## src/rtl/div_result_buffer.sv

```systemverilog
// Result buffer behind the combinational divider: captures quotient/flags with rd,
// applies divide-by-zero result semantics and hands entries to writeback via a 2-deep FIFO.
module div_result_buffer #(
  parameter int WIDTH     = 16,
  parameter int RD_WIDTH  = 4,
  parameter int CNT_WIDTH = 8
) (
  input  logic                 Clock,
  input  logic                 Reset,
  input  logic                 InValid,
  output logic                 InReady,
  input  logic [WIDTH-1:0]     InQuotient,
  input  logic                 InHasRemainder,
  input  logic                 InDivByZero,
  input  logic [RD_WIDTH-1:0]  InRd,
  input  logic                 Flush,
  output logic                 OutValid,
  input  logic                 OutReady,
  output logic [WIDTH-1:0]     OutData,
  output logic [RD_WIDTH-1:0]  OutRd,
  output logic                 OutHasRemainder,
  output logic                 OutDivByZero,
  output logic [CNT_WIDTH-1:0] DivZeroCount,
  output logic                 DivZeroSticky,
  input  logic                 StatusClear
);

  typedef struct packed {
    logic [WIDTH-1:0]    data;
    logic [RD_WIDTH-1:0] rd;
    logic                hasrem;
    logic                divzero;
  } entry_t;

  entry_t               mem_q [2];
  entry_t               mem_d [2];
  logic                 rd_ptr_q, rd_ptr_d;
  logic                 wr_ptr_q, wr_ptr_d;
  logic [1:0]           count_q, count_d;
  logic [CNT_WIDTH-1:0] dz_cnt_q, dz_cnt_d;
  logic                 dz_sticky_q, dz_sticky_d;

  logic   push;
  logic   pop;
  entry_t head;
  entry_t new_entry;

  // Both handshakes look only at registered occupancy, so InReady never depends on OutReady.
  assign InReady  = (count_q != 2'd2);
  assign OutValid = (count_q != 2'd0);
  assign push     = InValid & InReady & ~Flush;
  assign pop      = OutValid & OutReady & ~Flush;

  assign new_entry.data    = InDivByZero ? {WIDTH{1'b1}} : InQuotient;
  assign new_entry.rd      = InRd;
  assign new_entry.hasrem  = InHasRemainder;
  assign new_entry.divzero = InDivByZero;

  always_comb begin
    // NOTE: every next-state variable gets its hold value first, so no path can infer a latch.
    mem_d       = mem_q;
    rd_ptr_d    = rd_ptr_q;
    wr_ptr_d    = wr_ptr_q;
    count_d     = count_q;
    dz_cnt_d    = dz_cnt_q;
    dz_sticky_d = dz_sticky_q;

    if (push) begin
      mem_d[wr_ptr_q] = new_entry;
      wr_ptr_d        = ~wr_ptr_q;
    end
    if (pop) begin
      rd_ptr_d = ~rd_ptr_q;
    end

    unique case ({push, pop})
      2'b10:   count_d = count_q + 2'd1;
      2'b01:   count_d = count_q - 2'd1;
      default: count_d = count_q;
    endcase

    // Flush blocks push, so the write pointer holds and the read pointer catches up to it.
    if (Flush) begin
      count_d  = 2'd0;
      rd_ptr_d = wr_ptr_q;
    end

    if (StatusClear) begin
      dz_cnt_d    = '0;
      dz_sticky_d = 1'b0;
    end else if (push && InDivByZero) begin
      dz_sticky_d = 1'b1;
      if (dz_cnt_q != {CNT_WIDTH{1'b1}}) begin
        dz_cnt_d = dz_cnt_q + 1'b1;
      end
    end
  end

  always_ff @(posedge Clock) begin
    if (Reset) begin
      // NOTE: entry storage is reset too, so Out* fields read as zero straight after reset.
      mem_q[0]    <= '0;
      mem_q[1]    <= '0;
      rd_ptr_q    <= 1'b0;
      wr_ptr_q    <= 1'b0;
      count_q     <= 2'd0;
      dz_cnt_q    <= '0;
      dz_sticky_q <= 1'b0;
    end else begin
      // NOTE: non-blocking assignments keep every register sampling pre-edge values.
      mem_q       <= mem_d;
      rd_ptr_q    <= rd_ptr_d;
      wr_ptr_q    <= wr_ptr_d;
      count_q     <= count_d;
      dz_cnt_q    <= dz_cnt_d;
      dz_sticky_q <= dz_sticky_d;
    end
  end

  assign head            = mem_q[rd_ptr_q];
  assign OutData         = head.data;
  assign OutRd           = head.rd;
  assign OutHasRemainder = head.hasrem;
  assign OutDivByZero    = head.divzero;
  assign DivZeroCount    = dz_cnt_q;
  assign DivZeroSticky   = dz_sticky_q;

endmodule

```

## config.mk

```make
export PLATFORM = sky130hd
export DESIGN_NAME = div_result_buffer
export DESIGN_NICKNAME = d
export VERILOG_FILES = /design/src/rtl/div_result_buffer.sv
export SDC_FILE = /design/constraint.sdc
export NUM_CORES = 1
export LEC_CHECK = 0
export CORE_MARGIN = 4
export CORE_UTILIZATION = 51
export CTS_BUF_LIST = sky130_fd_sc_hd__clkbuf_8
export DETAILED_ROUTE_END_ITERATION = 7
export HOLD_SLACK_MARGIN = 0.12
export PLACE_DENSITY_LB_ADDON = 0.3
export SYNTH_ARGS = -nofsm -noshare
export SYNTH_HDL_FRONTEND = slang
export SYNTH_SLANG_ARGS = --single-unit
```

## constraint.sdc

```tcl
create_clock -name Clock -period 1.8 [get_ports Clock]
set_input_delay 0.36 -clock Clock [delete_from_list [all_inputs] [get_ports Clock]]
set_output_delay 0.36 -clock Clock [all_outputs]
set_load 0.1 [all_outputs]
```

==> impl_metrics.toml <==
[min_path]
hp-start = "Reset"
hp-class = "primary input to register"

[pwr]
max-vdd-ir-drop_mv = 0.662
cellPowerDensity_nw_per_um2 = 838
power_mw = 3.10
leakage_nw = 1.38

[global_routing]
grt_pass1_wl_um = 9730
grt_pass1_vias = 2114
globalRouteOverflowTotal = 0
met3_usage_pct = 8.93
use_met1_pct = 23.1
grt_use_total_pct = 20.2
busiest_layer = "met2"
antenna_found_initial = 0
grtUsageMet2_pct = 33.9
grt_max_degree = 49

[sta]
setup_violations = 0
min_period_ns = 1.77
relSlewSlack_pct = 63.4
drv_slew = 0
holdWs_ns = 0.342
clock.fmax_mhz = 563
setup_tns_ns = 0
hold_viol = 0
rsz0062_at_grt = "true"
worst_slew_pin_slew_ns = 0.547
skew_ns = 0.00580
min_period_over_period_pct = 98.6

[layout]
multi_input_area_um2 = 1240
stdcell_count = 406
drive_gt1_share_pct = 28.3
num_antenna_cells = 0
stdcell_area_um2 = 3690
area_delta_synth_final_pct = 49.0
layout.area.seq_um2 = 1150
fin_nets = 367
fill_cells = 322

[setup_path]
crit_type = "register to output port"
path_cells = "buf_6 > mux2_2 > buf_12"
cp-endpoint = "OutData[11]"
arrival_ns = 1.41
r2r_setup_slack_ns = 0.27
cpPeakStageDelay_ns = 0.38
end_kind = "output port"
startpoint_type = "register"
r2r_cells = 5
worst-path-max-fanout = 7
rr_endpoint = "mem_q[31]$_SDFFE_PP0P_"
cp.required_ns = 1.44
crit_start = "rd_ptr_q$_SDFFE_PP0P_"
timing.rr.start = "count_q[0]$_SDFFE_PP0P_"
slowest_stage = "dfxtp_4"

[place]
place_area_um2 = 3510
dp_cells = 391
port_buffers = 60
routabilityCongestion = 0.778
dpl.hpwl_um = 4030

[clock_tree]
cts.sinks = 57
clkLatencyLatePin_ns = 0.33
cts_buffer_depth = 2
cts_tree = "yes"
clk_pin_slew_worst_paths_ns = 0.06
cts_inserted_buffers = 9
root_buffer = "clkbuf_8"
htree_levels = 3
cts_hold_buffers = 0

[die]
num_rows = 25
die-width_um = 77.7
die_h_um = 77.7
core_um2 = 4720
io_pins = 61
initial_utilization_pct = 52.5
design.die.area_um2 = 6040

[synthesis]
syn-cell-area_um2 = 2480
synth-warning-count = 0
yosysUniqueCellTypes = 36
synthDominantCellAreaShare_pct = 46.0
synth.area.top_cells = "dfxtp_1 46%, a211oi_1 10%, mux2_2 10%"
syn_avg_cell_area_um2 = 9.12
syn-num-nets = 302
synth_top_area_cell = "dfxtp_1"
synth_seq_cells = 57
synth-seq-area-share_pct = 46.0
syn_inst = 272

[routing]
wire_per_inst_um = 14.5
via_per_inst = 5.41
route.detailed.drc = 0
wirelength_um = 5900
firstDrtPassIters = 4
antenna_left = 0
vias = 2196
drt_iter0_drc = 139

[job]
drv_cap = 0

[run_status]
outcome = "finished clean"
cell type report:
| class | instances | share of cell area (%) |
|---|---|---|
| inverters | 1 | 0.102 |
| flip-flops and latches | 57 | 31.3 |
| clock buffers | 10 | 3.73 |
| repair buffers | 75 | 28.9 |
| well taps | 67 | 2.27 |
| clock inverters | 3 | 0.339 |
| multi-input cells | 193 | 33.5 |
worst max-delay path, delay by kind of cell (launching register included):
kind	cells	cell delay, ns
buffers and inverters	2	0.33
flip-flops	1	0.38
multiplexers	1	0.38
metal layers:
layer	share of wire, %	routed length (um)
met4	1.6	95
met2	50	2950
met1	42	2500
met3	6.1	359
met5	0	0
Yosys cell counts:
master    count
or3_1         2
nor2b_4       1
mux2_2       22
nor2_1       63
inv_1         1
nand4_1       1
and3b_1       1
buf_4         2
o311ai_0      1
clkbuf_1     14
and2_1        1
o41ai_1       1
nand2_1      16
nand3_4       1
nor3_1        2
and4_1        1
or4_1         2
and3_1        2
nand3b_1      1
nand3_1       3
ha_1          2
buf_2         4
nor4_1        2
a211oi_1     33
a21oi_1      12
xor2_1        2
xnor2_1       3
mux2i_1       8
o21ai_0       3
dfxtp_1      57
nor2b_1       1
buf_6         1
a311oi_1      1
nand2b_4      1
or2_2         2
o31ai_1       2
cell families (layout without fill, tap and decap cells):
logic type                 after synthesis  count (layout)  share of synthesized area, %
xor gates and xnor gates                 5               5                          1.77
AOI/OAI and AO/OA                       53              53                          14.7
buffers and inverters                   22              89                          4.14
and+or+nand+nor                        103             103                          19.2
adders and majority gates                2               2                          1.01
muxes                                   30              30                          13.2
DFF                                     57              57                          46.0
power breakdown:
| group | switching (mW) | internal [mW] |
|---|---|---|
| clock | 0.443 | 0.500 |
| sequential | 0.0333 | 1.32 |
| combinational | 0.480 | 0.321 |
| total | 0.956 | 2.14 |
worst min path at each step:
stage                                         to  slack (ns)  cells after the start
floorplan                  mem_q[0]$_SDFFE_PP0P_        0.43                      2
global placement           mem_q[0]$_SDFFE_PP0P_        0.44                      2
detailed placement         mem_q[5]$_SDFFE_PP0P_        0.45                      2
CTS                 DivZeroCount[5]$_SDFFE_PP0P_        0.33                      3
global route        DivZeroCount[5]$_SDFFE_PP0P_        0.34                      3
finish              DivZeroCount[5]$_SDFFE_PP0P_        0.34                      3
flip-flops by register name (all words and copies together) (netlist names):
| register | flops |
|---|---|
| rd_ptr_q | 1 |
| DivZeroSticky | 1 |
| wr_ptr_q | 1 |
| count_q | 2 |
| DivZeroCount | 8 |
| mem_q | 44 |
layout by cell type, fill, tap and decap left out, drive strengths merged, types with 2 or more instances in the layout:
| cell | synthesis | layout |
|---|---|---|
| a211oi | 33 | 33 |
| a21oi | 12 | 12 |
| and3 | 2 | 2 |
| buf | 7 | 49 |
| clkbuf | 14 | 10 |
| clkdlybuf4s50 | 0 | 26 |
| dfxtp | 57 | 57 |
| ha | 2 | 2 |
| inv | 1 | 3 |
| mux2 | 22 | 22 |
| mux2i | 8 | 8 |
| nand2 | 16 | 16 |
| nand3 | 4 | 4 |
| nor2 | 63 | 63 |
| nor2b | 2 | 2 |
| nor3 | 2 | 2 |
| nor4 | 2 | 2 |
| o21ai | 3 | 3 |
| o31ai | 2 | 2 |
| or2 | 2 | 2 |
| or3 | 2 | 2 |
| or4 | 2 | 2 |
| xnor2 | 3 | 3 |
| xor2 | 2 | 2 |
per-stage QoR:
stage / utilization, % / worst slack [ns]
after floorplan: - / 0.0164
after global placement: 74.3 / -0.0794
after detailed placement: 74.3 / -0.150
after CTS: 77.6 / -0.0169
after global routing: 78.2 / -0.00326
final: 78.2 / 0.0251
timing repair:
| item | CTS | global route |
|---|---|---|
| gates resized for setup | 1 | 7 |
| setup buffers | 0 | 1 |
| cloned | 0 | 1 |
| pin swaps | 0 | 0 |
| endpoints found under the setup margin | 13 | 19 |
(Power assumes the default switching activity.)
